==> config.mk <==
export PLATFORM = sky130hd
export DESIGN_NAME = list_sum_scheduler
export DESIGN_NICKNAME = d
export VERILOG_FILES = /design/src/rtl/list_sum_pkg.sv /design/src/rtl/list_sum_scheduler_job_fifo.sv /design/src/rtl/list_sum_scheduler.sv
export SDC_FILE = /design/constraint.sdc
export NUM_CORES = 1
export LEC_CHECK = 0
export CAP_MARGIN = 20
export CORE_MARGIN = 2
export CORE_UTILIZATION = 52
export CTS_CLUSTER_DIAMETER = 120
export DETAILED_ROUTE_END_ITERATION = 7
export HOLD_SLACK_MARGIN = 0.06
export PLACE_DENSITY = 0.79
export SYNTH_ARGS = -nofsm -noshare
export SYNTH_HDL_FRONTEND = slang
export SYNTH_HIERARCHICAL = 1
export SYNTH_SLANG_ARGS = --single-unit
==> constraint.sdc <==
create_clock -name clk -period 3.6 [get_ports clk]
set_clock_uncertainty 0.1 [all_clocks]
set_input_delay 0.9 -clock clk [delete_from_list [all_inputs] [get_ports clk]]
set_output_delay 0.9 -clock clk [all_outputs]
set_load 0.005 [all_outputs]
==> src/rtl/list_sum_pkg.sv <==
// Shared types and constants for the list-sum job scheduler.
//   sched_state_t : scheduler FSM state encoding
//   JOBS_CNT_W    : width of the completed-jobs counter
package list_sum_pkg;

  typedef enum logic [1:0] {
    st_idle   = 2'd0,
    st_run    = 2'd1,
    st_result = 2'd2
  } sched_state_t;

  localparam int JOBS_CNT_W = 16;

endpackage

==> src/rtl/list_sum_scheduler_job_fifo.sv <==
// job_fifo: small synchronous FIFO holding list head pointers.
// Ports:
//   clk, rst   : clock, synchronous active-high reset (empties the FIFO)
//   push, din  : write request and data; ignored while full
//   pop, dout  : read request and head-of-queue data; ignored while empty
//   full/empty : derived from the occupancy count
// There is no bypass path: a word written into an empty FIFO appears on
// dout (and empty drops) in the following cycle.
module job_fifo
  import list_sum_pkg::*;
#(
  parameter int WIDTH = 8,
  parameter int DEPTH = 4
) (
  input  logic             clk,
  input  logic             rst,
  input  logic             push,
  input  logic             pop,
  input  logic [WIDTH-1:0] din,
  output logic [WIDTH-1:0] dout,
  output logic             full,
  output logic             empty
);

  localparam int PTR_W = $clog2(DEPTH);
  localparam int CNT_W = PTR_W + 1;

  logic [WIDTH-1:0] mem [DEPTH];
  logic [PTR_W-1:0] wr_ptr_q;
  logic [PTR_W-1:0] rd_ptr_q;
  logic [CNT_W-1:0] count_q;
  logic             do_push;
  logic             do_pop;

  assign do_push = push && !full;
  assign do_pop  = pop && !empty;

  // Storage carries no reset; only pointers and count define validity.
  always_ff @(posedge clk) begin
    if (do_push) begin
      mem[wr_ptr_q] <= din;
    end
  end

  // Depth is a power of two, so pointers wrap by natural overflow.
  always_ff @(posedge clk) begin
    if (rst) begin
      wr_ptr_q <= '0;
      rd_ptr_q <= '0;
      count_q  <= '0;
    end else begin
      if (do_push) begin
        wr_ptr_q <= wr_ptr_q + PTR_W'(1);
      end
      if (do_pop) begin
        rd_ptr_q <= rd_ptr_q + PTR_W'(1);
      end
      count_q <= count_q + CNT_W'(do_push) - CNT_W'(do_pop);
    end
  end

  assign dout  = mem[rd_ptr_q];
  assign full  = (count_q == CNT_W'(DEPTH));
  assign empty = (count_q == '0);

endmodule

==> src/rtl/list_sum_scheduler.sv <==
// list_sum_scheduler: queues list head pointers and runs the linked-list
// summation engine once per job, returning a sum or a timeout flag.
// Ports:
//   clk, rst              : clock, synchronous active-high reset
//   job_valid/job_ready   : producer job port, job_head is the list head
//   res_valid/res_ready   : result port with res_sum, res_head, res_timeout
//   eng_start, eng_head   : level start and head pointer to the engine
//   eng_done, eng_sum     : engine completion flag and sum
//   busy                  : a job is in flight or queued
//   jobs_done             : wrapping count of completed jobs (incl. timeouts)
//
// Handshakes: a transfer happens on a rising clk edge where valid and ready
// are both high. A source holds valid and its payload stable until the
// transfer; job_ready is simply "queue not full" and does not depend on
// job_valid; res_valid stays high with a stable payload until res_ready.
module list_sum_scheduler
  import list_sum_pkg::*;
#(
  parameter int ADDR_W     = 8,
  parameter int DATA_W     = 8,
  parameter int FIFO_DEPTH = 4,
  parameter int TIMEOUT    = 255
) (
  input  logic                  clk,
  input  logic                  rst,
  input  logic                  job_valid,
  output logic                  job_ready,
  input  logic [ADDR_W-1:0]     job_head,
  output logic                  res_valid,
  input  logic                  res_ready,
  output logic [DATA_W-1:0]     res_sum,
  output logic [ADDR_W-1:0]     res_head,
  output logic                  res_timeout,
  output logic                  eng_start,
  output logic [ADDR_W-1:0]     eng_head,
  input  logic                  eng_done,
  input  logic [DATA_W-1:0]     eng_sum,
  output logic                  busy,
  output logic [JOBS_CNT_W-1:0] jobs_done
);

  // The counter must also hold TIMEOUT itself after the final increment.
  localparam int                CNT_W    = $clog2(TIMEOUT + 1);
  localparam logic [CNT_W-1:0]  LAST_CNT = CNT_W'(TIMEOUT - 1);

  sched_state_t          state_q;
  sched_state_t          state_d;
  logic [CNT_W-1:0]      cnt_q;
  logic [JOBS_CNT_W-1:0] jobs_cnt_q;
  logic                  fifo_pop;
  logic                  fifo_full;
  logic                  fifo_empty;
  logic [ADDR_W-1:0]     fifo_dout;

  // Jobs leave the queue only on the IDLE to RUN transition.
  assign fifo_pop = (state_q == st_idle) && !fifo_empty;

  job_fifo #(
    .WIDTH (ADDR_W),
    .DEPTH (FIFO_DEPTH)
  ) u_job_fifo (
    .clk   (clk),
    .rst   (rst),
    .push  (job_valid),
    .pop   (fifo_pop),
    .din   (job_head),
    .dout  (fifo_dout),
    .full  (fifo_full),
    .empty (fifo_empty)
  );

  // Next-state logic. eng_done only matters in RUN; the engine's done flag
  // lingers for a cycle after start drops and lands harmlessly in RESULT.
  always_comb begin
    state_d = state_q;
    case (state_q)
      st_idle: begin
        if (!fifo_empty) begin
          state_d = st_run;
        end
      end
      st_run: begin
        if (eng_done || (cnt_q == LAST_CNT)) begin
          state_d = st_result;
        end
      end
      st_result: begin
        if (res_ready) begin
          state_d = st_idle;
        end
      end
      default: state_d = st_idle;
    endcase
  end

  always_ff @(posedge clk) begin
    if (rst) begin
      state_q     <= st_idle;
      cnt_q       <= '0;
      eng_start   <= 1'b0;
      eng_head    <= '0;
      res_valid   <= 1'b0;
      res_sum     <= '0;
      res_head    <= '0;
      res_timeout <= 1'b0;
      jobs_cnt_q  <= '0;
    end else begin
      state_q   <= state_d;
      // Outputs are registered from the next state so they line up with it.
      eng_start <= (state_d == st_run);
      res_valid <= (state_d == st_result);
      case (state_q)
        st_idle: begin
          if (fifo_pop) begin
            eng_head <= fifo_dout;
            cnt_q    <= '0;
          end
        end
        st_run: begin
          cnt_q <= cnt_q + CNT_W'(1);
          if (state_d == st_result) begin
            // Done beats timeout when both land in the same cycle.
            res_sum     <= eng_done ? eng_sum : '0;
            res_head    <= eng_head;
            res_timeout <= !eng_done;
          end
        end
        st_result: begin
          if (res_ready) begin
            jobs_cnt_q <= jobs_cnt_q + JOBS_CNT_W'(1);
          end
        end
        default: ;
      endcase
    end
  end

  assign job_ready = !fifo_full;
  assign busy      = (state_q != st_idle) || !fifo_empty;
  assign jobs_done = jobs_cnt_q;

endmodule

# [Word level (Yosys, flattened, before mapping)]
# Memories as Yosys holds them, arrays and structs flattened. A register that Yosys moved wholly into a read port is not among the register bits.
# Index checks and enable logic that the tools add are counted.
[word_totals] word_cells=50 reg_bits=52 out_inout_bits=45 mem_count=1 mem_bits_rw=32 inputBits=21
[memory_table] memory="u_job_fifo.mem" depth=4 width=8 read_ports=1 rd_clocked_by_memory_dff=1 wr=1 line="list_sum_scheduler_job_fifo.sv:28" rtl="logic [WIDTH-1:0] mem [DEPTH];"
[classes] n_reduce_logical=16 n_mux=9 n_addsub=6 eq_ne=7
[op_table] op="$add A16 B1 Y16 const B" n=1
[op_table] op="$mux W8" n=2
[op_table] op="$pmux W8 S2" n=1
[op_table] op="$add A8 B1 Y8 const B" n=1
[op_table] op="$eq A8 B8 Y1 const B" n=1
[op_table] op="$reduce_and A2 Y1" n=4
[op_table] op="$mux W2" n=3
[op_table] op="$pmux W2 S3" n=1
[op_table] op="$add A2 B1 Y2 const B" n=2
[op_table] op="$eq A2 B1 Y1 const B" n=2
[op_table] op="$eq A2 B2 Y1 const B" n=2
[op_table] op="$reduce_bool A2 Y1" n=2
[op_table] op="$add A3 B1 Y3" n=1
[op_table] op="$eq A3 B3 Y1 const B" n=1
[op_table] op="$logic_and A1 B1 Y1" n=3
[op_table] op="$logic_not A1 Y1" n=3
[op_table] op="$logic_not A3 Y1" n=1
[op_table] op="$sub A3 B1 Y3" n=1
[op_table] op="$logic_not A2 Y1" n=1
[op_table] op="$logic_or A1 B1 Y1" n=2
[op_table] op="$mux W1" n=2
[op_table] op="$ne A2 B1 Y1 const B" n=1

# [Longest topological paths before layout]
[logic_depth] word_depth=6 mapped_depth=15 ltp_nobuf=12

# [Modules after synthesis]
# The synthesis kept the hierarchy.
[modules_own_cells] module="list_sum_scheduler" cells_each=238 instances=1 seq_area_each_um2=1061.0 area_per_inst_um2=2134.5
[modules_own_cells] module="job_fifo" cells_each=93 instances=1 seq_area_each_um2=1141.1 area_per_inst_um2=1634.1

# [Least setup slack after synthesis]
# No wires, ideal clock.
[synth_timing] kind="register to register" start="register u_job_fifo.count_q[1]" end="register u_job_fifo.count_q[2]" setup_ps=125 stages_incl_launch_ff=16 arrival_ps=2622 period_less_slack_ps=2847 path_slack_ps=753 cell_sequence="dfxtp_1 -> nor3_2 -> or3_1 -> clkbuf_1 -> buf_2 -> inv_1 -> buf_4 -> o31ai_2 -> inv_1 -> ha_1 -> inv_1 -> ha_1 -> fa_1 -> xnor2_1 -> xnor2_1 -> nor2_1"
[synth_between] elab_chain_cells=5 elab_cells_between_ends=9
[synth_lines] element="start, declared" line="list_sum_scheduler_job_fifo.sv:31" rtl="logic [CNT_W-1:0] count_q;"
[synth_lines] element="start signal, assigned" line="list_sum_scheduler_job_fifo.sv:58" rtl="count_q <= count_q + CNT_W'(do_push) - CNT_W'(do_pop);"
[synth_lines] element="$logic_not A3 Y1" line="list_sum_scheduler_job_fifo.sv:64" rtl="assign empty = (count_q == '0);"
[synth_lines] element="named net fifo_empty" line="list_sum_scheduler.sv:52" rtl="logic fifo_empty;"
[synth_lines] element="$logic_not A1 Y1" line="list_sum_scheduler.sv:56" rtl="assign fifo_pop = (state_q == st_idle) && !fifo_empty;"
[synth_lines] element="$logic_and A1 B1 Y1" line="list_sum_scheduler.sv:56"
[synth_lines] element="named net fifo_pop" line="list_sum_scheduler.sv:50" rtl="logic fifo_pop;"
[synth_lines] element="$logic_and A1 B1 Y1" line="list_sum_scheduler_job_fifo.sv:36" rtl="assign do_pop = pop && !empty;"
[synth_lines] element="named net u_job_fifo.do_pop" line="list_sum_scheduler_job_fifo.sv:33" rtl="logic do_pop;"
[synth_lines] element="$sub A3 B1 Y3" line="list_sum_scheduler_job_fifo.sv:58"
# The timed path passes the listed nets, and every way through them passes these cells.
# A chain may end at the register's enable or synchronous reset.

# [Final worst setup path]
[layout_timing] start="input port job_valid" end="register u_job_fifo.count_q[2]"
[layout_between] elab_chain_cells=3
[layout_lines] element="start, declared" line="list_sum_scheduler.sv:26" rtl="input logic job_valid,"
[layout_lines] element="$logic_and A1 B1 Y1" line="list_sum_scheduler_job_fifo.sv:35" rtl="assign do_push = push && !full;"
[layout_lines] element="$add A3 B1 Y3" line="list_sum_scheduler_job_fifo.sv:58"
[layout_lines] element="$sub A3 B1 Y3" line="list_sum_scheduler_job_fifo.sv:58"
# Every way passes these cells.

==> results.json <==
{
  "fillers": 587,
  "ys.flop_type": "dfxtp_1",
  "clock_sinks": 94,
  "rows": 31,
  "power.total_w": 0.00275,
  "crit_required_ns": 3.74,
  "ctsHoldBuffers": 0,
  "path_cells": "clkdlybuf4s50_1 > inv_1 > nor2_2 > inv_1 > ha_1 > inv_1 > ha_1 > fa_1 > xnor2_1 > xnor2_1 > nor2_1",
  "clk_latency_ns": 0.36,
  "synth_top_cells_by_area": "dfxtp_1, edfxtp_1, mux4_2",
  "power_leakage_nw": 1.63,
  "coreArea_um2": 7140,
  "crit_fanout": 6,
  "syn_avg_cell_area_um2": 11.4,
  "cts-root-buf": "clkbuf_8",
  "drt_iter0_markers": 132,
  "area_growth_pct": 24.6,
  "vias_per_cell": 5.34,
  "synth_edf_count": 32,
  "num_vias": 2665,
  "place_hpwl_mm": 4.83,
  "wl_per_cell_um": 13.9,
  "cap_violations": 0,
  "synthTopCellsByCount": "dfxtp_1, a21oi_1, edfxtp_1",
  "die_w_um": 89.1,
  "relSlewSlack_pct": 53.7,
  "ys_ff_latch": 94,
  "place.gp.congestion": 0.821,
  "syn_inst": 331,
  "cp-start-kind": "input port",
  "synth_most_common_cell": "dfxtp_1",
  "hold_viol": 0,
  "die_h_um": 89.1,
  "worstSetupPathType": "in2reg",
  "fmax_ghz": 0.353,
  "htreeDepth": 3,
  "antenna_left": 0,
  "ys_warn_count": 6,
  "p_per_area_nw_per_um2": 586,
  "cp-end-kind": "register",
  "post_layout_nonfiller_instances": 499,
  "dr.pass1.iters": 4,
  "critPathArrivalTime_ns": 2.97,
  "synth_fp_nets": 362,
  "cts_made_buffers": 9,
  "min_period_ns": 2.84,
  "grt_max_degree": 34,
  "antenna_found_initial": 0,
  "synth_area_leader_cell": "dfxtp_1",
  "setup_viol": 0,
  "max_stage_delay_ns": 0.45,
  "rsz0062_at_grt": "false",
  "post_cts.repair.setup_buffers": 0,
  "holdCritPathClass": "reg2reg",
  "clock_path_buffers": 2,
  "drive_above_1_share_pct": 9.25,
  "dieArea_um2": 7940,
  "fin_tns_setup_ns": 0,
  "nNetsFinal": 426,
  "port_buffers": 65,
  "synth.cell_area_um2": 3770,
  "drc": 0,
  "synth_cell_types": 48,
  "place_area_um2": 4500,
  "first_global_vias": 2414,
  "crit_slowest_cell": "clkdlybuf4s50_1",
  "finalMaxSlewViolations": 0,
  "cts_tree": "built",
  "grt_pass1_wl_mm": 11.1,
  "initial_core_util_pct": 52.8,
  "ir_drop_v": 0.000295,
  "clk_pin_slew_ns": 0.10,
  "cts_resized": 0,
  "worstMarginPinSlew_ns": 0.695,
  "wl_mm": 6.95,
  "async_flop_share_pct": 0,
  "ys_seq_area_share_pct": 58.4,
  "grt.overflow.total": 0,
  "fin_area_um2": 4700,
  "synth.top_cell.area_share_pct": 32.9,
  "dp.cells": 483,
  "track_usage_pct": 18.1,
  "outcome": "finished clean",
  "antenna_cells": 0,
  "min_period_over_period_pct": 78.8,
  "io_pins": 66,
  "cpMostUsedCell": "inv_1"
}
cells by family after synthesis:
kind of cell | after synthesis | share of synthesized area, %
multiplexers | 11 | 5.61
buffers and inverters | 28 | 3.05
flip-flops | 94 | 58.4
XOR/XNOR | 14 | 3.25
AND/OR/NAND/NOR | 109 | 15.8
AO/OA/AOI/OAI | 65 | 10.3
adder cells (fa/ha/maj) | 10 | 3.52
metal layers:
metal / vias to the layer above / track usage [%] / wire [um]
li1: 1331 / - / -
met4: 0 / 7.33 / 70
met2: 49 / 30.0 / 3500
met3: 6 / 3.69 / 221
met5: - / 0 / 0
met1: 1279 / 23.4 / 3150
layout make-up:
| class | instances | area, um^2 | share of cell area, % |
|---|---|---|---|
| clock buffers | 9 | 124 | 2.64 |
| flip-flops and latches | 94 | 2200 | 46.9 |
| multi-input cells | 209 | 1450 | 30.9 |
| clock inverters | 7 | 73.8 | 1.57 |
| repair buffers | 69 | 676 | 14.4 |
| inverters | 12 | 45.0 | 0.959 |
| well taps | 99 | 124 | 2.64 |
flip-flops by register name, summed over array words and instances, names as in the netlist, named ones only:
| signal | flops |
|---|---|
| u_job_fifo/rd_ptr_q | 2 |
| state_q | 2 |
| u_job_fifo/mem | 32 |
| res_sum | 8 |
| cnt_q | 8 |
| jobs_done | 16 |
| u_job_fifo/wr_ptr_q | 2 |
| eng_head | 8 |
| res_valid | 1 |
| eng_start | 1 |
| res_head | 8 |
| u_job_fifo/count_q | 3 |
| res_timeout | 1 |
placed cells by master (no fill, tap or decap), types with 7 or more instances in the layout:
| master | synthesis | routed |
|---|---|---|
| a21oi_1 | 33 | 33 |
| a22o_1 | 8 | 8 |
| clkbuf_8 | 0 | 9 |
| clkdlybuf4s50_1 | 0 | 64 |
| dfxtp_1 | 62 | 62 |
| edfxtp_1 | 32 | 32 |
| ha_1 | 9 | 9 |
| inv_1 | 12 | 12 |
| mux4_2 | 8 | 8 |
| nand2_1 | 25 | 25 |
| nand3_1 | 10 | 10 |
| nor2_1 | 22 | 22 |
| o21ai_0 | 14 | 14 |
| or3_1 | 15 | 15 |
| xnor2_1 | 7 | 7 |
| xor2_1 | 7 | 7 |
worst paths after layout:
kind / end / cells past startpoint / slack (ns) / from
setup / recovery: u_job_fifo/count_q[2]$_SDFF_PP0_ / 11 / 0.76 / job_valid
hold / removal: res_head[6]$_SDFFE_PP0P_ / 2 / 0.38 / res_head[6]$_SDFFE_PP0P_
setup reg to reg: u_job_fifo/count_q[2]$_SDFF_PP0_ / 12 / 1.03 / u_job_fifo/count_q[1]$_SDFF_PP0_
hold reg to reg: res_head[6]$_SDFFE_PP0P_ / 2 / 0.38 / res_head[6]$_SDFFE_PP0P_
critical path: cells and delay by family:
family | cells | cell delay (ns)
AND/OR/NAND/NOR | 2 | 0.25
adder cells (fa/ha/maj) | 3 | 0.84
buffers and inverters | 4 | 0.62
XOR/XNOR | 2 | 0.36
per-stage QoR:
step           setup WS, ns  util (%)  hold WS, ns
6_report              0.764      65.8        0.377
3_3_place_gp          0.494      63.0        0.358
5_1_grt               0.615      65.8        0.400
2_1_floorplan         0.753         -        0.359
4_1_cts               0.758      65.8        0.380
3_5_place_dp          0.372      63.0        0.367
report_power, final:
group	total [W]	switching [W]	internal, W
Clock	0.000678	0.000405	0.000273
Sequential	0.00134	0.000108	0.00123
Combinational	0.000731	0.000358	0.000373
(Power assumes the default switching activity.)
